===== src/rtl/pe_edge_sequencer_pkg.sv =====
// rtl/pe_edge_sequencer_pkg.sv - shared PE edge-sequencer types and default geometry
package pe_edge_sequencer_pkg;

   typedef enum logic {
      IDLE = 1'b0,
      RUN  = 1'b1
   } pe_state_t;

   localparam int PE_W_GROUP  = 4;
   localparam int PE_O_GROUP  = 4;
   localparam int PE_I_SPAN   = PE_W_GROUP + PE_O_GROUP - 1;
   localparam int PE_I_STRIDE = PE_O_GROUP - 1;
   localparam int PE_I_BLOCKS = 4;
   localparam int PE_W_AW     = 2;
   localparam int PE_O_AW     = 2;
   localparam int PE_I_AW     = 4;
   localparam int PE_BC_W     = 2;

   // Counter width able to hold 0..n-1, never narrower than one bit.
   function automatic int pe_cnt_w(input int n);
      return (n > 1) ? $clog2(n) : 1;
   endfunction

endpackage


===== src/rtl/pe_wrap_counter.sv =====
// rtl/pe_wrap_counter.sv - enabled up-counter wrapping to zero after LIMIT-1
module pe_wrap_counter
   import pe_edge_sequencer_pkg::*;
#(
   parameter int WIDTH = PE_W_AW,
   parameter int LIMIT = PE_W_GROUP
) (
   input  logic             clk,
   input  logic             aclr,
   input  logic             sclr,
   input  logic             en,
   output logic [WIDTH-1:0] count
);

   localparam logic [WIDTH-1:0] MAX = WIDTH'(LIMIT - 1);

   always_ff @(posedge clk or posedge aclr) begin
      if (aclr) begin
         count <= '0;
      end else if (sclr) begin
         count <= '0;
      end else if (en) begin
         count <= (count == MAX) ? '0 : count + 1'b1;
      end
   end

endmodule


===== src/rtl/pe_edge_sequencer.sv =====
// rtl/pe_edge_sequencer.sv - address sequencer for the weight, input and output edges of a PE array
module pe_edge_sequencer
   import pe_edge_sequencer_pkg::*;
#(
   parameter int W_GROUP  = PE_W_GROUP,
   parameter int O_GROUP  = PE_O_GROUP,
   parameter int I_SPAN   = PE_I_SPAN,
   parameter int I_STRIDE = PE_I_STRIDE,
   parameter int I_BLOCKS = PE_I_BLOCKS,
   parameter int W_AW     = PE_W_AW,
   parameter int O_AW     = PE_O_AW,
   parameter int I_AW     = PE_I_AW,
   parameter int BC_W     = PE_BC_W
) (
   input  logic            clk,
   input  logic            aclr,
   input  logic            sclr,
   input  logic            start,
   input  logic            en_w,
   input  logic            en_i,
   input  logic            en_o_in,
   input  logic            en_o_out,
   output logic [W_AW-1:0] w_addr,
   output logic [O_AW-1:0] o_in_addr,
   output logic [O_AW-1:0] o_out_addr,
   output logic [I_AW-1:0] i_addr,
   output logic [BC_W-1:0] i_block,
   output logic            busy,
   output logic            done,
   output logic            err_en
);

   localparam int OFF_W = pe_cnt_w(I_SPAN);

   pe_state_t        state;
   logic             run;
   logic [OFF_W-1:0] offset;
   logic             off_max;
   logic             blk_max;
   logic             pass_end;
   logic             edge_clr;
   logic             any_en;

   // Enables only move counters while a pass is running; IDLE beats are flagged instead.
   assign run      = (state == RUN);
   assign off_max  = (offset == OFF_W'(I_SPAN - 1));
   assign blk_max  = (i_block == BC_W'(I_BLOCKS - 1));
   assign pass_end = run & en_i & off_max & blk_max;
   assign edge_clr = sclr | pass_end;
   assign any_en   = en_w | en_i | en_o_in | en_o_out;

   pe_wrap_counter #(.WIDTH(W_AW), .LIMIT(W_GROUP)) u_w_cnt (
      .clk   (clk),
      .aclr  (aclr),
      .sclr  (edge_clr),
      .en    (run & en_w),
      .count (w_addr)
   );

   // Offset wraps on its own at the final beat, so only sclr clears it early.
   pe_wrap_counter #(.WIDTH(OFF_W), .LIMIT(I_SPAN)) u_i_off_cnt (
      .clk   (clk),
      .aclr  (aclr),
      .sclr  (sclr),
      .en    (run & en_i),
      .count (offset)
   );

   pe_wrap_counter #(.WIDTH(O_AW), .LIMIT(O_GROUP)) u_o_in_cnt (
      .clk   (clk),
      .aclr  (aclr),
      .sclr  (edge_clr),
      .en    (run & en_o_in),
      .count (o_in_addr)
   );

   pe_wrap_counter #(.WIDTH(O_AW), .LIMIT(O_GROUP)) u_o_out_cnt (
      .clk   (clk),
      .aclr  (aclr),
      .sclr  (edge_clr),
      .en    (run & en_o_out),
      .count (o_out_addr)
   );

   // Consecutive blocks overlap by I_SPAN-I_STRIDE input PEs.
   assign i_addr = I_AW'(32'(i_block) * I_STRIDE + 32'(offset));

   always_ff @(posedge clk or posedge aclr) begin
      if (aclr) begin
         state   <= IDLE;
         busy    <= 1'b0;
         done    <= 1'b0;
         err_en  <= 1'b0;
         i_block <= '0;
      end else if (sclr) begin
         state   <= IDLE;
         busy    <= 1'b0;
         done    <= 1'b0;
         err_en  <= 1'b0;
         i_block <= '0;
      end else begin
         done <= 1'b0;
         case (state)
            IDLE: begin
               if (any_en) begin
                  err_en <= 1'b1;
               end
               if (start) begin
                  state <= RUN;
                  busy  <= 1'b1;
               end
            end
            RUN: begin
               if (en_i && off_max) begin
                  if (blk_max) begin
                     i_block <= '0;
                     state   <= IDLE;
                     busy    <= 1'b0;
                     done    <= 1'b1;
                  end else begin
                     i_block <= i_block + 1'b1;
                  end
               end
            end
            default: begin
               state <= IDLE;
               busy  <= 1'b0;
            end
         endcase
      end
   end

endmodule


===== config.mk =====
export PLATFORM = sky130hd
export DESIGN_NAME = pe_edge_sequencer
export DESIGN_NICKNAME = d
export VERILOG_FILES = /design/src/rtl/pe_edge_sequencer_pkg.sv /design/src/rtl/pe_wrap_counter.sv /design/src/rtl/pe_edge_sequencer.sv
export SDC_FILE = /design/constraint.sdc
export NUM_CORES = 1
export LEC_CHECK = 0
export CORE_ASPECT_RATIO = 0.9
export CORE_MARGIN = 5
export CORE_UTILIZATION = 46
export DETAILED_ROUTE_END_ITERATION = 16
export HOLD_SLACK_MARGIN = 0.05
export PLACE_DENSITY_LB_ADDON = 0.15
export SLEW_MARGIN = 20
export SYNTH_ARGS = -nofsm -noshare
export SYNTH_HDL_FRONTEND = slang
export SYNTH_SLANG_ARGS = --single-unit

===== constraint.sdc =====
create_clock -name clk -period 2.7 [get_ports clk]
set_input_delay 0.54 -clock clk [delete_from_list [all_inputs] [get_ports clk]]
set_output_delay 0.54 -clock clk [all_outputs]
set_load 0.05 [all_outputs]

==> impl_metrics.csv <==
group,metric,value,unit
status,outcome,"finished, final reports clean",
synth,syn_avg_cell_area,10.3,µm²
final_layout,area_growth,36.0,%
critical_path,arrival,2.07,ns
timing,finalHoldViolCount,0,
synth,muxShareOfSynthArea,7.17,%
synth,netlist_area,855,µm²
cts,cts_tree,"built",
place,dpl.hpwl,1370,µm
drt,vias,687,
cts,cts_hold_buf,0,
final_layout,layout-drive-gt1-share,16.7,%
pwr,power_density,395,nW/µm²
floorplanning,pin_count,23,
drt,post_drt_wl_per_cell,13.9,µm
critical_path,crit_buf_inv,1,
pwr,vdd_drop_max,0.314,mV
cts,root_buffer,"clkbuf_4",
grt,grt_pass1_wl,3170,µm
cts,clk_latency,0.28,ns
timing,finalCritPeriodShare,96.7,%
synth,netlist_instances,83,
drt,drt_pass1_iterations,4,
floorplanning,start_util,49.8,%
synth,synthXorXnorAreaFrac,1.02,%
synth,syn-num-nets,100,
synth,ys.flop_type,"dfrtp_1",
grt,use_met2,23.8,%
critical_path,crit_family,"adder cells",
grt,globalRoute.totalOverflow,0,
synth,synth-edff-count,0,
synth,ys_seq_area_share,43.9,%
critical_path,crit_path_max_incr_delay,0.48,ns
pwr,total_leakage_power,0.541,nW
critical_path,path_class,"reg2out",
final_layout,utilization,67.7,%
floorplanning,rows,14,
grt,grt.total_usage,14.3,%
synth,synthSimpleGateAreaFrac,20.2,%
synth,synth-seq-cells,15,
timing,tightestPinTransition,0.560,ns
timing,maxSlewHeadroom,62.6,%
floorplanning,die_h,50.9,µm
floorplanning,core-area,1720,µm²
job,drv_cap,0,
grt,first_global_vias,711,
timing,fmax,0.383,GHz
place,globalplace.congestion,0.721,
critical_path,cp_max_fo,2,
drt,drc_errors,0,
timing,period_minus_slack,2.61,ns
timing,rsz0062_at_grt,"no",
synth,synth_top_family_by_area,"simple AND/OR/NAND/NOR gates",
critical_path,cp-start-kind,"flip-flop",
cts,cts_buffers,3,
drt,final_antenna_net_count,0,
synth,yosys_warnings,0,
grt,busiest_layer,"met2",
timing,finalSetupTns,0,ns
synth,synth_cell_types,25,
grt,grt_max_degree,16,
worst_hold_path,hp-class,"reg2reg",
critical_path,cp_slowest_cell,"fa_1",
final_layout,layout.nets,126,
cts,htreeDepth,1,
place,port_buffers,22,
final_layout,fillers,143,
synth,synth-compound-area-share,8.05,%
cts,cts_sinks,15,
timing,slew_violations,0,
floorplanning,die-width,55.4,µm
grt,grt_util_met1,16.2,%
grt,antenna_found_initial,0,
critical_path,required,2.16,ns
drt,drt_iter0_drc,13,
floorplanning,die-area,2820,µm²
cts,clock_tree.buffer_depth,2,
critical_path,cp-end-kind,"output port",
timing,setup_violations,0,
synth,synth_adder_area_share,14.9,%
cts,clk_pin_slew_worst_paths,0.08,ns
synth,postSynth.asyncResetShare,100,%
final_layout,antenna_cells,0,
timing,skew,0.00581,ns
critical_path,crit_chain,"fa_1 > ha_2 > fa_2 > xor2_4 > buf_12",
drt,viasPerCell,5.20,
grt,grt_use_met3,5.54,%
drt,finalWirelength,1840,µm
==> state kept, by name, summed over array words and instances (netlist names) <==
signal / flops
i_block: 2
err_en: 1
u_w_cnt.count: 2
u_o_in_cnt.count: 2
run: 1
busy: 1
done: 1
u_i_off_cnt.count: 3
u_o_out_cnt.count: 2
==> report_power, final <==
| group | total, mW | switching, mW | leakage [nW] | internal, mW |
|---|---|---|---|---|
| clock | 0.128 | 0.0702 | 0.0150 | 0.0574 |
| combinational | 0.0872 | 0.0543 | 0.328 | 0.0329 |
| sequential | 0.245 | 0.0118 | 0.198 | 0.233 |
| total | 0.459 | 0.136 | 0.541 | 0.323 |
==> cell families (layout without fill, tap and decap cells) <==
logic type / Yosys count / in the layout
multiplexers: 6 / 6
buffers and inverters: 6 / 31
flip-flops: 15 / 15
adder cells (fa/ha/maj): 9 / 9
AND/OR/NAND/NOR: 36 / 36
AO/OA/AOI/OAI: 10 / 10
XOR/XNOR: 1 / 1
==> final cells by class <==
type | instances | area, µm² | share of cell area (%)
Sequential cell | 15 | 379 | 32.6
Multi-Input combinational cell | 62 | 463 | 39.8
Timing Repair Buffer | 24 | 253 | 21.7
Clock buffer | 4 | 26.3 | 2.26
Tap cell | 24 | 30.0 | 2.58
Inverter | 3 | 11.3 | 0.969
==> cells in the mapped netlist (all sizes together) (2+ instances only) <==
library cell	number	area (µm²)
a21oi	7	35.0
buf	2	25.0
dfrtp	15	375
fa	2	40.0
ha	7	87.6
inv	3	11.3
mux2i	5	50.1
nand2	12	47.6
nand3	5	25.0
nor2	11	41.3
nor2b	2	12.5
nor3	2	15.0
o31ai	2	28.8
==> path summary, 6_finish.rpt <==
check                                       startpoint                               to  slack [ns]  cells after the start
worst min register to register      err_en$_DFFE_PP0P_               err_en$_DFFE_PP0P_        0.51                      2
max in group asynchronous                         aclr           i_block[0]$_DFFE_PP0P_        1.68                      2
worst max-delay path            i_block[0]$_DFFE_PP0P_                        i_addr[3]        0.09                      5
worst min-delay path                err_en$_DFFE_PP0P_               err_en$_DFFE_PP0P_        0.51                      2
worst max register to register           run$_DFF_PP0_           i_block[0]$_DFFE_PP0P_        1.17                      3
min in group asynchronous                         aclr  u_o_in_cnt.count[0]$_DFFE_PP0P_        0.61                      2
==> cells in the final DEF (no fill, tap or decap), drive strengths merged <==
cell / Yosys / layout
fa: 2 / 2
o31ai: 2 / 2
nand4b: 1 / 1
or3b: 1 / 1
ha: 7 / 7
clkbuf: 1 / 4
nor4: 1 / 1
mux2i: 5 / 5
nor2b: 2 / 2
nor3: 2 / 2
nor2: 11 / 11
a21oi: 7 / 7
buf: 2 / 5
nand3: 5 / 5
or4: 1 / 1
o21ai: 1 / 1
inv: 3 / 3
mux2: 1 / 1
xor2: 1 / 1
nand2: 12 / 12
clkdlybuf4s50: 0 / 19
dfrtp: 15 / 15
==> worst min-delay path: cells and delay by family, from the launching register on <==
kind / cells / cell delay, ns
flip-flops: 1 / 0.35
AND/OR/NAND/NOR: 1 / 0.07
AO/OA/AOI/OAI: 1 / 0.04
==> metrics by stage <==
| step | cells | area (µm²) | hold WS [ns] | power, mW | setup slack [ns] |
|---|---|---|---|---|---|
| after floorplan | 83 | 876 | 0.441 | 0.306 | 0.134 |
| after global placement | 126 | 1110 | 0.489 | 0.335 | 0.269 |
| after detailed placement | 126 | 1110 | 0.491 | 0.337 | 0.232 |
| after CTS | 132 | 1160 | 0.515 | 0.467 | 0.00490 |
| after global routing | 132 | 1160 | 0.547 | 0.484 | 0.00514 |
| final | 132 | 1160 | 0.506 | 0.459 | 0.0888 |
==> routing by layer <==
metal	wire [µm]	part of all wire, %	up-vias
met4	39	2.1	0
met3	95	5.2	6
met2	869	47	23
li1	-	-	336
met5	0	0	-
met1	833	45	322
==> repair_timing <==
| action | CTS | global route |
|---|---|---|
| gates cloned | 0 | 0 |
| setup endpoints to repair | 1 | 2 |
| resized for setup | 2 | 1 |
| setup buffers | 2 | 0 |
| pin swaps | 3 | 2 |
No activity file was read; power rests on OpenSTA's default activity.
==> RTL edit (config.mk and constraints unchanged) <==
Change the package constant `PE_O_AW` from 2 to 3.
--- a/src/rtl/pe_edge_sequencer_pkg.sv
+++ b/src/rtl/pe_edge_sequencer_pkg.sv
@@ -12,7 +12,7 @@
    localparam int PE_I_STRIDE = PE_O_GROUP - 1;
    localparam int PE_I_BLOCKS = 4;
    localparam int PE_W_AW     = 2;
-   localparam int PE_O_AW     = 2;
+   localparam int PE_O_AW     = 3;
    localparam int PE_I_AW     = 4;
    localparam int PE_BC_W     = 2;
 
Ports: changed (resized o_in_addr and o_out_addr); port bits go from 23 to 25. The function was not compared with the original's and may differ.
==> RTL edit against the unedited design <==
Worst setup slack lost 0.087 ns. Power grew 9.1%. Design area grew 12%. Wire length up 7.2%. Via count rose by 7.6%. Clock power up 8%. Synthesized area up 12%. Sequential cell count rose by 2. Highest routed layer unchanged.
==> RTL edit: results <==
{
  "status": "finished, final reports clean",
  "grt_pass1_wl_um": 3519,
  "dp_slack_ns": 0.1990,
  "cp.arrival_ns": 2.16,
  "hp-start": "busy",
  "drtIter0Drc": 6,
  "synth.area.mux_share_pct": 3.277,
  "syn_inst": 92,
  "dpl.hpwl_um": 1464,
  "drive_gt1_share_pct": 24.79,
  "grt_max_degree": 18,
  "vias_per_cell": 5.062,
  "whs_ns": 0.5148,
  "cts.clk_slew.worst_paths_ns": 0.10,
  "synth_xor_area_share_pct": 0.9174,
  "skew_ns": 0.007186,
  "post_cts_buffers": 3,
  "synthTopCellsByCount": "dfrtp_1 (17), nand2_1 (17), ha_1 (7), a21oi_1 (5), a21oi_2 (5)",
  "finalWeightedCongestion": 0.7352,
  "p_leak_uw": 0.0005870,
  "netlist_top_cells_area": "dfrtp_1 (45%), ha_1 (9.2%), nand2_1 (6.7%)",
  "hold-path-endpoint": "busy",
  "synth_cell_types": 31,
  "max_stage_delay_ns": 0.52,
  "slew_headroom_pct": 55.78,
  "synth_fa_ha_area_share_pct": 13.37,
  "setup.worst_path.start": "u_i_off_cnt.count[1]",
  "wl_per_cell_um": 13.49,
  "fmax_mhz": 370.6,
  "port_buffers": 24,
  "via_count": 739,
  "placed_cell_area_mm2": 0.001239
}
## RTL edit: changes by cell type after synthesis, moves of 2 or more
| cell | delta |
|---|---|
| buf_6 | +2 |
| nor2_1 | -7 |
| a21oi_1 | -2 |
| mux2i_1 | -3 |
| nand2_1 | +6 |
| dfrtp_1 | +2 |
| a21oi_2 | +5 |
| nor2_2 | +4 |
## RTL edit: power by group
group          leakage, uW  switching [uW]  total, uW  internal (uW)
clock network    0.0000177            83.1        138           55.2
logic             0.000343            56.4       90.0           33.6
registers         0.000226            10.4        273            263
## RTL edit: metal layers
metal / GRT usage, % / part of all wire (%)
met1: 19.46 / 48
met2: 23.31 / 44
met3: 6.341 / 5.8
met4: 6.950 / 2.8
met5: 0 / 0
## RTL edit: area by class of cell
type	count	area, um2
well taps	25	31.28
repair buffers	28	287.8
flip-flops and latches	17	429.2
inverters	3	11.26
fillers	165	649.4
clock buffers	3	22.52
multi-input cells	69	515.5
clock inverters	1	5.005
